<file path="src/rtl/booth_pp_reducer_pkg.sv">
// -----------------------------------------------------------------------------
// booth_pp_reducer_pkg
//   Shared constants for the Booth partial-product reducer slice.
//   - PW_DEF     : default product width
//   - PP1_SHIFT  : alignment of partial product 1 (weight 4)
//   - PP2_SHIFT  : alignment of partial product 2 (weight 16)
//   - PW1 / PW2  : widths of partial products 1 and 2 at the default width
// -----------------------------------------------------------------------------
package booth_pp_reducer_pkg;

    localparam int PW_DEF    = 8;
    localparam int PP1_SHIFT = 2;
    localparam int PP2_SHIFT = 4;
    localparam int PW1       = PW_DEF - PP1_SHIFT;
    localparam int PW2       = PW_DEF - PP2_SHIFT;

endpackage

</file>
<file path="src/rtl/booth_pp_reducer_if.sv">
// -----------------------------------------------------------------------------
// booth_pp_reducer_if
//   Handshake bundle between the Booth partial-product generator, the reducer
//   and the product consumer.
//   Input side : in_valid, in_ready, pp0 (PW), pp1 (PW-2), pp2 (PW-4)
//   Output side: out_valid, out_ready, product (PW)
//   modport master : the environment (drives partial products, accepts product)
//   modport slave  : the reducer
// -----------------------------------------------------------------------------
interface booth_pp_reducer_if
    import booth_pp_reducer_pkg::*;
#(
    parameter int PW = PW_DEF
);

    logic                    in_valid;
    logic                    in_ready;
    logic [PW-1:0]           pp0;
    logic [PW-PP1_SHIFT-1:0] pp1;
    logic [PW-PP2_SHIFT-1:0] pp2;
    logic                    out_valid;
    logic                    out_ready;
    logic [PW-1:0]           product;

    modport master (
        output in_valid,
        output pp0,
        output pp1,
        output pp2,
        output out_ready,
        input  in_ready,
        input  out_valid,
        input  product
    );

    modport slave (
        input  in_valid,
        input  pp0,
        input  pp1,
        input  pp2,
        input  out_ready,
        output in_ready,
        output out_valid,
        output product
    );

endinterface

</file>
<file path="src/rtl/full_adder.sv">
// -----------------------------------------------------------------------------
// full_adder
//   One-bit full adder cell used by both the carry-save row and the final
//   ripple adder.
//   Ports: a, b, cin (inputs), s (sum), cout (carry/majority)
// -----------------------------------------------------------------------------
module full_adder (
    input  logic a,
    input  logic b,
    input  logic cin,
    output logic s,
    output logic cout
);

    assign s    = a ^ b ^ cin;
    assign cout = (a & b) | (a & cin) | (b & cin);

endmodule

</file>
<file path="src/rtl/wallace_csa_row.sv">
// -----------------------------------------------------------------------------
// wallace_csa_row
//   One Wallace 3:2 carry-save level, PW bits wide, built from full_adder cells.
//   Ports: a, b, c   (PW-bit operands)
//          sum       (bitwise a^b^c)
//          carry     (majority(a,b,c) shifted left by one, truncated to PW)
// -----------------------------------------------------------------------------
module wallace_csa_row
    import booth_pp_reducer_pkg::*;
#(
    parameter int PW = PW_DEF
) (
    input  logic [PW-1:0] a,
    input  logic [PW-1:0] b,
    input  logic [PW-1:0] c,
    output logic [PW-1:0] sum,
    output logic [PW-1:0] carry
);

    logic [PW-2:0] maj;

    generate
        for (genvar gi = 0; gi < PW - 1; gi++) begin : g_fa
            full_adder u_fa (
                .a    (a[gi]),
                .b    (b[gi]),
                .cin  (c[gi]),
                .s    (sum[gi]),
                .cout (maj[gi])
            );
        end
    endgenerate

    // The top bit's majority would land at weight 2^PW and is discarded,
    // so only its sum is needed.
    assign sum[PW-1] = a[PW-1] ^ b[PW-1] ^ c[PW-1];
    assign carry     = {maj, 1'b0};

endmodule

</file>
<file path="src/rtl/booth_pp_reducer.sv">
// -----------------------------------------------------------------------------
// booth_pp_reducer
//   Reduces the three sign-extended radix-4 Booth partial products of a 4x4
//   multiply to the PW-bit product:
//     product = (pp0 + pp1*4 + pp2*16) mod 2^PW
//   Stage A registers the carry-save (sum, carry) pair of one Wallace level,
//   stage B registers the carry-propagate result. Both sides use valid/ready;
//   the ready chain is combinational so the pipe sustains one item per cycle.
//   Ports: clk, rst (async, active-high)
//          bus (slave modport): in_valid/in_ready/pp0/pp1/pp2,
//                               out_valid/out_ready/product
// -----------------------------------------------------------------------------
module booth_pp_reducer
    import booth_pp_reducer_pkg::*;
#(
    parameter int PW = PW_DEF
) (
    input  logic                clk,
    input  logic                rst,
    booth_pp_reducer_if.slave   bus
);

    // Aligned operands
    logic [PW-1:0] op_a;
    logic [PW-1:0] op_b;
    logic [PW-1:0] op_c;

    assign op_a = bus.pp0;
    assign op_b = {bus.pp1, {PP1_SHIFT{1'b0}}};
    assign op_c = {bus.pp2, {PP2_SHIFT{1'b0}}};

    // Carry-save level
    logic [PW-1:0] csa_sum;
    logic [PW-1:0] csa_carry;

    wallace_csa_row #(.PW(PW)) u_csa (
        .a     (op_a),
        .b     (op_b),
        .c     (op_c),
        .sum   (csa_sum),
        .carry (csa_carry)
    );

    // Pipeline state
    logic          va_reg, va_next;
    logic          vb_reg, vb_next;
    logic [PW-1:0] s_reg, s_next;
    logic [PW-1:0] cy_reg, cy_next;
    logic [PW-1:0] product_reg, product_next;

    // Final carry-propagate adder on the stage A registers
    logic [PW-1:0] ripple_c;
    logic [PW-1:0] add_sum;

    assign ripple_c[0] = 1'b0;

    generate
        for (genvar gi = 0; gi < PW - 1; gi++) begin : g_ripple
            full_adder u_fa (
                .a    (s_reg[gi]),
                .b    (cy_reg[gi]),
                .cin  (ripple_c[gi]),
                .s    (add_sum[gi]),
                .cout (ripple_c[gi+1])
            );
        end
    endgenerate

    // Carry out of the MSB is dropped: the product is modulo 2^PW.
    assign add_sum[PW-1] = s_reg[PW-1] ^ cy_reg[PW-1] ^ ripple_c[PW-1];

    // Ready chain: each stage can take data if it is empty or is being
    // drained in the same cycle. in_ready never looks at in_valid or pp*.
    logic ready_b;
    logic in_ready;
    logic accept;
    logic load_b;

    assign ready_b  = !vb_reg | bus.out_ready;
    assign in_ready = !va_reg | ready_b;
    assign accept   = bus.in_valid & in_ready;
    assign load_b   = va_reg & ready_b;

    always_comb begin
        va_next      = va_reg;
        vb_next      = vb_reg;
        s_next       = s_reg;
        cy_next      = cy_reg;
        product_next = product_reg;

        if (accept) begin
            s_next  = csa_sum;
            cy_next = csa_carry;
        end
        // A stays full if refilled this cycle, otherwise empties when it
        // hands its word to B.
        va_next = accept | (va_reg & !load_b);

        if (load_b) begin
            product_next = add_sum;
        end
        vb_next = load_b | (vb_reg & !bus.out_ready);
    end

    always_ff @(posedge clk or posedge rst) begin
        if (rst) begin
            va_reg      <= 1'b0;
            vb_reg      <= 1'b0;
            s_reg       <= '0;
            cy_reg      <= '0;
            product_reg <= '0;
        end else begin
            va_reg      <= va_next;
            vb_reg      <= vb_next;
            s_reg       <= s_next;
            cy_reg      <= cy_next;
            product_reg <= product_next;
        end
    end

    assign bus.in_ready  = in_ready;
    assign bus.out_valid = vb_reg;
    assign bus.product   = product_reg;

endmodule

</file>
<file path="src/flat_wrapper.sv">
// flat-port wrapper written by rule: the top's interface ports become plain ports
module booth_pp_reducer_flat import booth_pp_reducer_pkg::*;
#(
    parameter int PW = PW_DEF
)
  (clk, rst, bus_in_valid, bus_pp0, bus_pp1, bus_pp2, bus_out_ready, bus_in_ready, bus_out_valid, bus_product);
  booth_pp_reducer_if #(.PW(PW)) bus_i ();
  input  logic clk;
  input  logic rst;
  input wire logic [$bits(bus_i.in_valid)-1:0] bus_in_valid;
  input wire logic [$bits(bus_i.pp0)-1:0] bus_pp0;
  input wire logic [$bits(bus_i.pp1)-1:0] bus_pp1;
  input wire logic [$bits(bus_i.pp2)-1:0] bus_pp2;
  input wire logic [$bits(bus_i.out_ready)-1:0] bus_out_ready;
  output wire logic [$bits(bus_i.in_ready)-1:0] bus_in_ready;
  output wire logic [$bits(bus_i.out_valid)-1:0] bus_out_valid;
  output wire logic [$bits(bus_i.product)-1:0] bus_product;
  assign bus_i.in_valid = bus_in_valid;
  assign bus_i.pp0 = bus_pp0;
  assign bus_i.pp1 = bus_pp1;
  assign bus_i.pp2 = bus_pp2;
  assign bus_i.out_ready = bus_out_ready;
  assign bus_in_ready = bus_i.in_ready;
  assign bus_out_valid = bus_i.out_valid;
  assign bus_product = bus_i.product;
  booth_pp_reducer #(.PW(PW)) u_core (.clk(clk), .rst(rst), .bus(bus_i));
endmodule
</file>
<file path="config.mk">
export PLATFORM = sky130hd
export DESIGN_NAME = booth_pp_reducer_flat
export DESIGN_NICKNAME = d
export VERILOG_FILES = /design/src/rtl/booth_pp_reducer_pkg.sv /design/src/rtl/booth_pp_reducer_if.sv /design/src/rtl/full_adder.sv /design/src/rtl/wallace_csa_row.sv /design/src/rtl/booth_pp_reducer.sv /design/src/flat_wrapper.sv
export SDC_FILE = /design/constraint.sdc
export NUM_CORES = 1
export LEC_CHECK = 0
export BUFFER_PORTS_ARGS = -buffer_cell sky130_fd_sc_hd__buf_4
export CAP_MARGIN = 5
export CORE_MARGIN = 2
export CORE_UTILIZATION = 39
export CTS_CLUSTER_SIZE = 28
export DETAILED_ROUTE_END_ITERATION = 6
export PLACE_DENSITY = 0.6
export SLEW_MARGIN = 20
export SYNTH_ARGS = -nofsm -noshare
export SYNTH_HDL_FRONTEND = slang
export SYNTH_SLANG_ARGS = --single-unit
</file>
<file path="constraint.sdc">
create_clock -name clk -period 5.9 [get_ports clk]
set_input_delay 1.18 -clock clk [delete_from_list [all_inputs] [get_ports clk]]
set_output_delay 1.18 -clock clk [all_outputs]
set_load 0.03 [all_outputs]
</file>
* Yosys cells after proc, flatten, opt, wreduce, memory -nomap -nowiden
Index checks and enable logic that the tools add are counted. W data, S select, Z words.
Word-level totals: flip-flop bits (word level) 23, input bits 22, output and inout port bits 10
Cells by class: bitwise gates (word level) 60, reduce and logical (&&, ||, !) cells 4
Operator list (number):
- $and A1 B1 Y1 | 25
- $xor A1 B1 Y1 | 19
- $or A1 B1 Y1 | 16
- $logic_not A1 Y1 | 4

* Depth between registers and ports, before layout
Gate-level depths: netlist of the first run.
word-level depth 11, mapped depth 7

* Modules after synthesis
Synthesis of the first run repeated with hierarchy kept, for this count alone.
Second synthesis, totals: cells, all modules 78, area, all modules 1376.3 µm²
By module, submodules not included:
- booth_pp_reducer | times used 1, cells an instance 61, area an instance 1061.0 µm², seq. area each 650.6 µm²
- full_adder | times used 14, cells an instance 1, area an instance 20.0 µm², seq. area each 0.0 µm²
- wallace_csa_row | times used 1, cells an instance 3, area an instance 35.0 µm², seq. area each 0.0 µm²

* Least setup slack after synthesis of the first run
No wires, ideal clock.
kind in2out, from input port bus_out_ready, to output port bus_in_ready, data arrival time 1.391 ns, path slack 3.329 ns, stages on the path 1, path buffers 0, cell sequence nand3b_4
Between the ends: cells in the longest elaborated chain, start to end 2
RTL lines:
- start: declaration | line flat_wrapper.sv:14 | input wire logic [$bits(bus_i.out_ready)-1:0] bus_out_ready;
- $or A1 B1 Y1 | line booth_pp_reducer.sv:79 | assign ready_b = !vb_reg | bus.out_ready;
- $or A1 B1 Y1 | line booth_pp_reducer.sv:80 | assign in_ready = !va_reg | ready_b;
- end: declaration | line flat_wrapper.sv:15 | output wire logic [$bits(bus_i.in_ready)-1:0] bus_in_ready;
No other way between the ends.

* Final worst setup path of the first run
Same ends and word-level chain as after synthesis.

==> results.yml, run 1 <==
critical_path:
  path_buf_inv: 2
  cp.arrival_ps: 1630
  slowest_stage: "buf_4"
  path_cells: "buf_4 -> nand3b_4 -> buf_4"
  cp-end-kind: "primary output"
  r2r_slack_ps: 3500
  crit_path_start_kind: "primary input"
  crit_fanout: 3
  rr_worst_depth: 7
  path_class: "primary input to primary output"
  cpMostUsedCell: "buf_4"
  required_ps: 4720
  cp_top_family: "buffers and inverters"
  cp_slowest_stage_delay_ps: 180
  regToRegStartpoint: "u_core.s_reg[3]$_DFFE_PP0P_"
  r2r_end: "u_core.bus.product[7]$_DFFE_PP0P_"
pwr:
  seqPwrFrac_pct: 45.8
  p_per_area_nw_per_um2: 344.9
  combPwrFrac_pct: 39.2
  swShare_pct: 33.60
  p_clk_share_pct: 15.0
  irDropWorstVdd_mv: 0.1864
  internal-power_mw: 0.3212
  p_switching_mw: 0.1625
  power.leakage_nw: 0.6811
logic_synthesis:
  synth-seq-cells: 23
  yosysTopAreaCell: "dfrtp_1"
  yosysMostFrequentCell: "dfrtp_1"
  yosys.area.top_type_share_pct: 51.22
  seq_area_frac_synth_pct: 51.22
  synth_edf_count: 0
  yosysWarnings: 0
  synth_flop_cell: "dfrtp_1"
  ys_top_cells_by_count: "dfrtp_1 (23), mux2_2 (11), mux2_4 (10)"
  avgSynthCellArea_sq_um: 17.29
  synth_fp_nets: 96
  synth_cells: 65
  async_flop_share_pct: 100.0
  ys_top_cells_by_area: "dfrtp_1 (51%), mux2_4 (13%), mux2_2 (11%)"
  yosysUniqueCellTypes: 13
  synth_area_sq_um: 1124
final_layout:
  n_fill_cell: 239
  diodes: 0
  nets: 131
  drive_above_1_share_pct: 59.60
  area_delta_synth_final_pct: 24.83
run_status:
  outcome: "finished clean"
clock_network:
  clkSinkCount: 23
  cts_tree: "yes"
  numCtsBuffers: 3
  clockBufferDepth: 2
  post_cts.repair.setup_buffers: 0
  cts_hold_buf: 0
  htree_levels: 1
  clockRootBuffer: "clkbuf_4"
  clk_pin_slew_ps: 130
  cts_resized: 0
  insertion_delay_ps: 300
global_routing:
  grt_max_degree: 24
  overflow: 0
  grt_pass1_vias: 703
  grt_first_pass_wirelength_microns: 3049
  track_usage_pct: 12.08
  antenna_found_initial: 0
timing:
  post-route-period-util_pct: 47.70
  relSlewSlack_pct: 42.74
  layout_min_cycle_time_ps: 2814
  clock_skew_ps: 1.302
  report.final.slew_viol_count: 0
  max_freq_mhz: 355.4
  tns_ps: 0
  rsz0062_at_grt: "no"
  setup_viol: 0
  finalHoldViolations: 0
  worstMarginPinSlew_ps: 858.0
  fin_ws_ps: 3086
die:
  chipWidth_microns: 57.68
  die_area_sq_um: 3326
  ios: 32
  rows: 19
  die_h_microns: 57.68
  start_util_pct: 40.74
  core_area_sq_um: 2758
job:
  max-cap-violations: 0
min_path:
  whs_path_depth: 1
  hold_start: "u_core.bus.product[5]$_DFFE_PP0P_"
  hold_end: "u_core.bus.product[5]$_DFFE_PP0P_"
  hold_path_class: "flop to flop"
place:
  post-place-ws_ps: 3086
  hpwlAfterDp_microns: 1269
  gp_congestion: 0.6826
  io_buffers: 31
routing:
  wire_per_inst_microns: 12.97
  drcViolationCount: 0
  drtPass1Iterations: 4
  routed_wl_microns: 1686
  antenna_violating_nets_post_route: 0
  viasPerCell: 4.754
  drt_iter0_drc: 9
  via_count: 618
-- cells by family after synthesis --
kind of cell	Yosys count	synth area share [%]
adder cells (fa/ha/maj)	9	14.03
multiplexers	21	24.39
AND/OR/NAND/NOR	6	5.123
buffers and inverters	2	2.116
XOR/XNOR	4	3.118
flip-flops	23	51.22
-- layout by cell type (no fill, tap or decap) --
cell type and count:
buf_4 31, dfrtp_1 23, mux2_2 11, mux2_4 10, fa_1 6, xnor2_1 4
ha_1 3, clkbuf_4 3, nand2b_1 2, nand3b_4 1, nand2_4 1, nand2_2 1
or2b_1 1, inv_1 1, clkinv_2 1
-- worst max-delay path by stage --
stage | start | cells after the start | to
after floorplan | bus_out_ready | 1 | bus_in_ready
after global routing | bus_out_ready | 3 | bus_in_ready
after global placement | bus_out_ready | 3 | bus_in_ready
after detailed placement | bus_out_ready | 3 | bus_in_ready
after CTS | bus_out_ready | 3 | bus_in_ready
final | bus_out_ready | 3 | bus_in_ready
-- area by class of cell --
class,count,area (sq um),share of cell area (%)
Inverter,1,3.754,0.2676
Multi-Input combinational cell,40,524.3,37.38
Sequential cell,23,575.6,41.03
Tap cell,31,38.79,2.765
Clock inverter,1,5.005,0.3568
Timing Repair Buffer,31,232.7,16.59
Clock buffer,3,22.52,1.606
-- through the flow --
stage / total power, mW / cell area, sq um / hold slack (ps) / std cells / util [%]
2_1_floorplan: 0.3532 / 1124 / 477.4 / 65 / -
3_3_place_gp: 0.4168 / 1375 / 488.7 / 126 / 49.86
3_5_place_dp: 0.4199 / 1375 / 493.2 / 126 / 49.86
4_1_cts: 0.4924 / 1403 / 524.0 / 130 / 50.86
5_1_grt: 0.5180 / 1403 / 534.8 / 130 / 50.86
6_report: 0.4837 / 1403 / 521.4 / 130 / 50.86
-- per-layer routing --
metal | up-vias | GRT usage, % | wire, microns
met1 | 306 | 16.44 | 781
met2 | 22 | 19.32 | 780
li1 | 288 | - | -
met4 | 0 | 4.983 | 15
met3 | 2 | 2.009 | 109
met5 | - | 0 | 0
-- power groups by stage --
stage / registers [mW] / logic (mW) / clock network, mW
floorplan: 0.270 / 0.0832 / 0
global placement: 0.224 / 0.193 / 0
detailed placement: 0.226 / 0.194 / 0
CTS: 0.223 / 0.194 / 0.0757
global route: 0.229 / 0.206 / 0.0834
finish: 0.222 / 0.190 / 0.0725
Note: power is estimated with default switching activity, not from simulation.
==> run 2, diff against run 1 <==
Clock period 5.9 ns to 2.6 ns, I/O delays scaled along.
==> results.yml, run 2 (synthesized netlist as in run 1, its figures left out) <==
pwr:
  irDropWorstVdd_mv: 0.4622
  power.total_mw: 1.099
  p_per_area_nw_per_um2: 784.3
  power.leakage_nw: 0.6783
die:
  die_area_sq_um: 3326
  chipWidth_microns: 57.68
  die_h_microns: 57.68
  start_util_pct: 40.74
  core_area_sq_um: 2758
  ios: 32
  rows: 19
critical_path:
  crit_fanout: 2
  r2r_slack_ps: 210
  rr_worst_depth: 7
  cp.arrival_ps: 2580
  crit_path_start_kind: "flop"
  startpoint: "u_core.s_reg[3]$_DFFE_PP0P_"
  path_class: "flop to flop"
  cp-end-kind: "flop"
  regToRegStartpoint: "u_core.s_reg[3]$_DFFE_PP0P_"
  required_ps: 2800
  endpoint: "u_core.bus.product[7]$_DFFE_PP0P_"
  r2r_end: "u_core.bus.product[7]$_DFFE_PP0P_"
min_path:
  hold_path_class: "primary input to asynchronous set/reset pin"
final_layout:
  final_common_cell: "buf_4"
  final_util_pct: 50.82
  drive_above_1_share_pct: 58.59
  final_design_area_no_fill_sq_um: 1401
  layout_common_cells: "buf_4 (31), dfrtp_1 (23), mux2_2 (11)"
  area_delta_synth_final_pct: 24.72
  nets: 131
  finalNonFillerCells: 130
  diodes: 0
routing:
  antenna_violating_nets_post_route: 0
  wire_per_inst_microns: 13.11
  via_count: 612
  drcViolationCount: 0
  viasPerCell: 4.708
  routed_wl_microns: 1704
  drt_iter0_drc: 10
  drtPass1Iterations: 4
clock_network:
  clk_pin_slew_ps: 120
  cts_hold_buf: 0
  cts_resized: 0
  numCtsBuffers: 3
  clkSinkCount: 23
  clockBufferDepth: 2
  clockRootBuffer: "clkbuf_4"
  post_cts.repair.setup_buffers: 0
  cts_tree: "yes"
  insertion_delay_ps: 300
  htree_levels: 1
run_status:
  outcome: "finished clean"
timing:
  setup_viol: 0
  rsz0062_at_grt: "no"
  tns_ps: 0
  report.final.slew_viol_count: 0
  layout_min_cycle_time_ps: 2386
  worstMarginPinSlew_ps: 851.4
  relSlewSlack_pct: 43.18
  max_freq_mhz: 419.2
  post-route-period-util_pct: 91.75
  clock_skew_ps: 5.869
  finalHoldViolations: 0
place:
  dp.cells: 126
  io_buffers: 31
  postPlaceCellArea_sq_um: 1375
  gp_congestion: 0.6682
global_routing:
  grt_max_degree: 24
  antenna_found_initial: 0
  track_usage_pct: 11.48
  overflow: 0
  grt_first_pass_wirelength_microns: 2904
  grt_pass1_vias: 654
job:
  max-cap-violations: 0
-- run 2: final cells by class --
| cell class | instances | area [sq um] |
|---|---|---|
| repair buffers | 31 | 232.7 |
| well taps | 31 | 38.79 |
| clock buffers | 4 | 26.28 |
| fillers | 242 | 1356 |
| inverters | 1 | 3.754 |
| multi-input cells | 40 | 524.3 |
| flip-flops and latches | 23 | 575.6 |
-- run 2: worst min-delay path by stage --
stage | startpoint | depth (start not counted) | slack [ps] | end
6_report | rst | 2 | 380 | u_core.cy_reg[5]$_DFFE_PP0P_
2_1_floorplan | u_core.s_reg[0]$_DFFE_PP0P_ | 1 | 480 | u_core.s_reg[0]$_DFFE_PP0P_
3_5_place_dp | u_core.s_reg[2]$_DFFE_PP0P_ | 1 | 490 | u_core.s_reg[2]$_DFFE_PP0P_
3_3_place_gp | u_core.s_reg[2]$_DFFE_PP0P_ | 1 | 490 | u_core.s_reg[2]$_DFFE_PP0P_
5_1_grt | bus_pp0[1] | 2 | 420 | u_core.s_reg[1]$_DFFE_PP0P_
4_1_cts | rst | 2 | 420 | u_core.cy_reg[4]$_DFFE_PP0P_
-- run 2: critical path, stage by stage (launching register included) --
cell and delay (ps):
dfrtp_1 400, ha_1 210, fa_1 380, fa_1 390, fa_1 380, xnor2_1 150, xnor2_1 120, mux2_2 250
-- run 2: metrics by stage --
step | worst slack, ps | hold WS [ps]
2_1_floorplan | 294.1 | 477.4
3_3_place_gp | 256.4 | 488.7
3_5_place_dp | 224.2 | 493.5
4_1_cts | 199.4 | 415.2
5_1_grt | 62.53 | 421.6
6_report | 214.5 | 380.0
-- run 2: per-layer routing --
layer	global-route usage, %	vias to the layer above	wire length [microns]
li1	-	289	-
met1	16.47	297	802
met2	17.05	24	759
met3	2.232	2	126
met4	4.983	0	16
met5	0	-	0
-- run 2: report_power, final --
part | total (mW) | switching, mW | internal, mW | leakage (nW)
clock | 0.161 | 0.101 | 0.0598 | 0.0150
combinational | 0.431 | 0.209 | 0.223 | 0.394
sequential | 0.507 | 0.0572 | 0.450 | 0.269
total | 1.10 | 0.367 | 0.732 | 0.678
==> run 3, diff against run 2 <==
Settings changed: CELL_PAD_IN_SITES_DETAIL_PLACEMENT set to 1, CELL_PAD_IN_SITES_GLOBAL_PLACEMENT set to 1, CORE_UTILIZATION 39 to 41, PLACE_DENSITY 0.6 to 0.74.
==> results.yml, run 3 (synthesized netlist as in run 1, its figures left out) <==
place:
  io_buffers: 31
  gp_congestion: 0.6693
  post-place-ws_ps: 164.5
critical_path:
  required_ps: 2810
  path_buf_inv: 0
  cpMostUsedCell: "fa_1"
  cp_slowest_stage_delay_ps: 420
  cp_top_family: "adder cells"
  path_class: "flop to flop"
  slowest_stage: "fa_1"
  cp.arrival_ps: 2660
  crit_path_start_kind: "flop"
  crit_fanout: 2
  cp-end-kind: "flop"
  path_cells: "ha_1 -> fa_1 -> fa_1 -> fa_1 -> xnor2_1 -> xnor2_1 -> mux2_2"
die:
  rows: 18
  start_util_pct: 44.15
  die_h_microns: 56.35
  core_area_sq_um: 2545
  die_area_sq_um: 3175
  chipWidth_microns: 56.35
  ios: 32
job:
  max-cap-violations: 0
clock_network:
  insertion_delay_ps: 310
  clkSinkCount: 23
  htree_levels: 1
  cts_resized: 0
  cts_tree: "yes"
  clockBufferDepth: 2
  clk_pin_slew_ps: 130
  cts_hold_buf: 0
  clockRootBuffer: "clkbuf_4"
  post_cts.repair.setup_buffers: 0
  numCtsBuffers: 3
timing:
  post-route-period-util_pct: 93.97
  relSlewSlack_pct: 42.82
  rsz0062_at_grt: "no"
  layout_min_cycle_time_ps: 2443
  tns_ps: 0
  finalHoldViolations: 0
  setup_viol: 0
  fin_ws_ps: 156.9
  worstMarginPinSlew_ps: 856.8
  report.final.slew_viol_count: 0
  clock_skew_ps: 11.91
  max_freq_mhz: 409.3
pwr:
  p_per_area_nw_per_um2: 789.8
  power.total_mw: 1.107
  power.leakage_nw: 0.6811
  irDropWorstVdd_mv: 0.4412
routing:
  drcViolationCount: 0
  viasPerCell: 4.837
  via_count: 624
  routed_wl_microns: 1882
  antenna_violating_nets_post_route: 0
  drtPass1Iterations: 3
  drt_iter0_drc: 2
  wire_per_inst_microns: 14.59
min_path:
  hold_path_class: "primary input to asynchronous set/reset pin"
final_layout:
  final_common_cell: "buf_4"
  nets: 131
  diodes: 0
  drive_above_1_share_pct: 59.60
  layout_common_cells: "buf_4 (31), dfrtp_1 (23), mux2_2 (11)"
  area_delta_synth_final_pct: 24.72
global_routing:
  grt_first_pass_wirelength_microns: 3222
  grt_pass1_vias: 720
  overflow: 0
  antenna_found_initial: 0
  track_usage_pct: 13.42
  grt_max_degree: 24
run_status:
  outcome: "finished clean"
run 3: layer usage:
metal  vias up  track usage [%]  share of wire [%]
met5         -                0                  0
met3         2            2.765                5.8
li1        289                -                  -
met1       313            15.19                 40
met4         0            6.122                1.3
met2        20            24.03                 53
run 3: cell type report:
cell class                      instances  area [sq um]
Clock inverter                          1         5.005
Tap cell                               30         37.54
Clock buffer                            3         22.52
Timing Repair Buffer                   31         232.7
Inverter                                1         3.754
Fill cell                             260          1144
Sequential cell                        23         575.6
Multi-Input combinational cell         40         524.3
run 3: power by group:
part	internal (mW)	switching (mW)	leakage [nW]
clock network	0.0574	0.104	0.0177
registers	0.450	0.0588	0.269
logic	0.223	0.214	0.394
run 3: stage by stage:
step                      hold slack [ps]  std cells  instance area, sq um  util, %
final                               371.0        129                  1401    55.06
after global routing                410.5        129                  1401    55.06
after CTS                           396.7        129                  1401    55.06
after detailed placement            495.0        125                  1374    53.98
after global placement              488.9        125                  1374    53.98
after floorplan                     477.4         65                  1124        -
run 3: worst paths after layout:
| kind | slack [ps] | from | end | cells past startpoint |
|---|---|---|---|---|
| setup / recovery | 160 | u_core.cy_reg[3]$_DFFE_PP0P_ | u_core.bus.product[7]$_DFFE_PP0P_ | 7 |
| hold / removal | 370 | rst | u_core.cy_reg[7]$_DFFE_PP0P_ | 2 |
| setup reg to reg | 160 | u_core.cy_reg[3]$_DFFE_PP0P_ | u_core.bus.product[7]$_DFFE_PP0P_ | 7 |
| hold reg to reg | 520 | u_core.bus.product[5]$_DFFE_PP0P_ | u_core.bus.product[5]$_DFFE_PP0P_ | 1 |
| max in group asynchronous | 1690 | rst | u_core.cy_reg[5]$_DFFE_PP0P_ | 2 |
| min in group clk | 430 | bus_pp0[0] | u_core.s_reg[0]$_DFFE_PP0P_ | 2 |
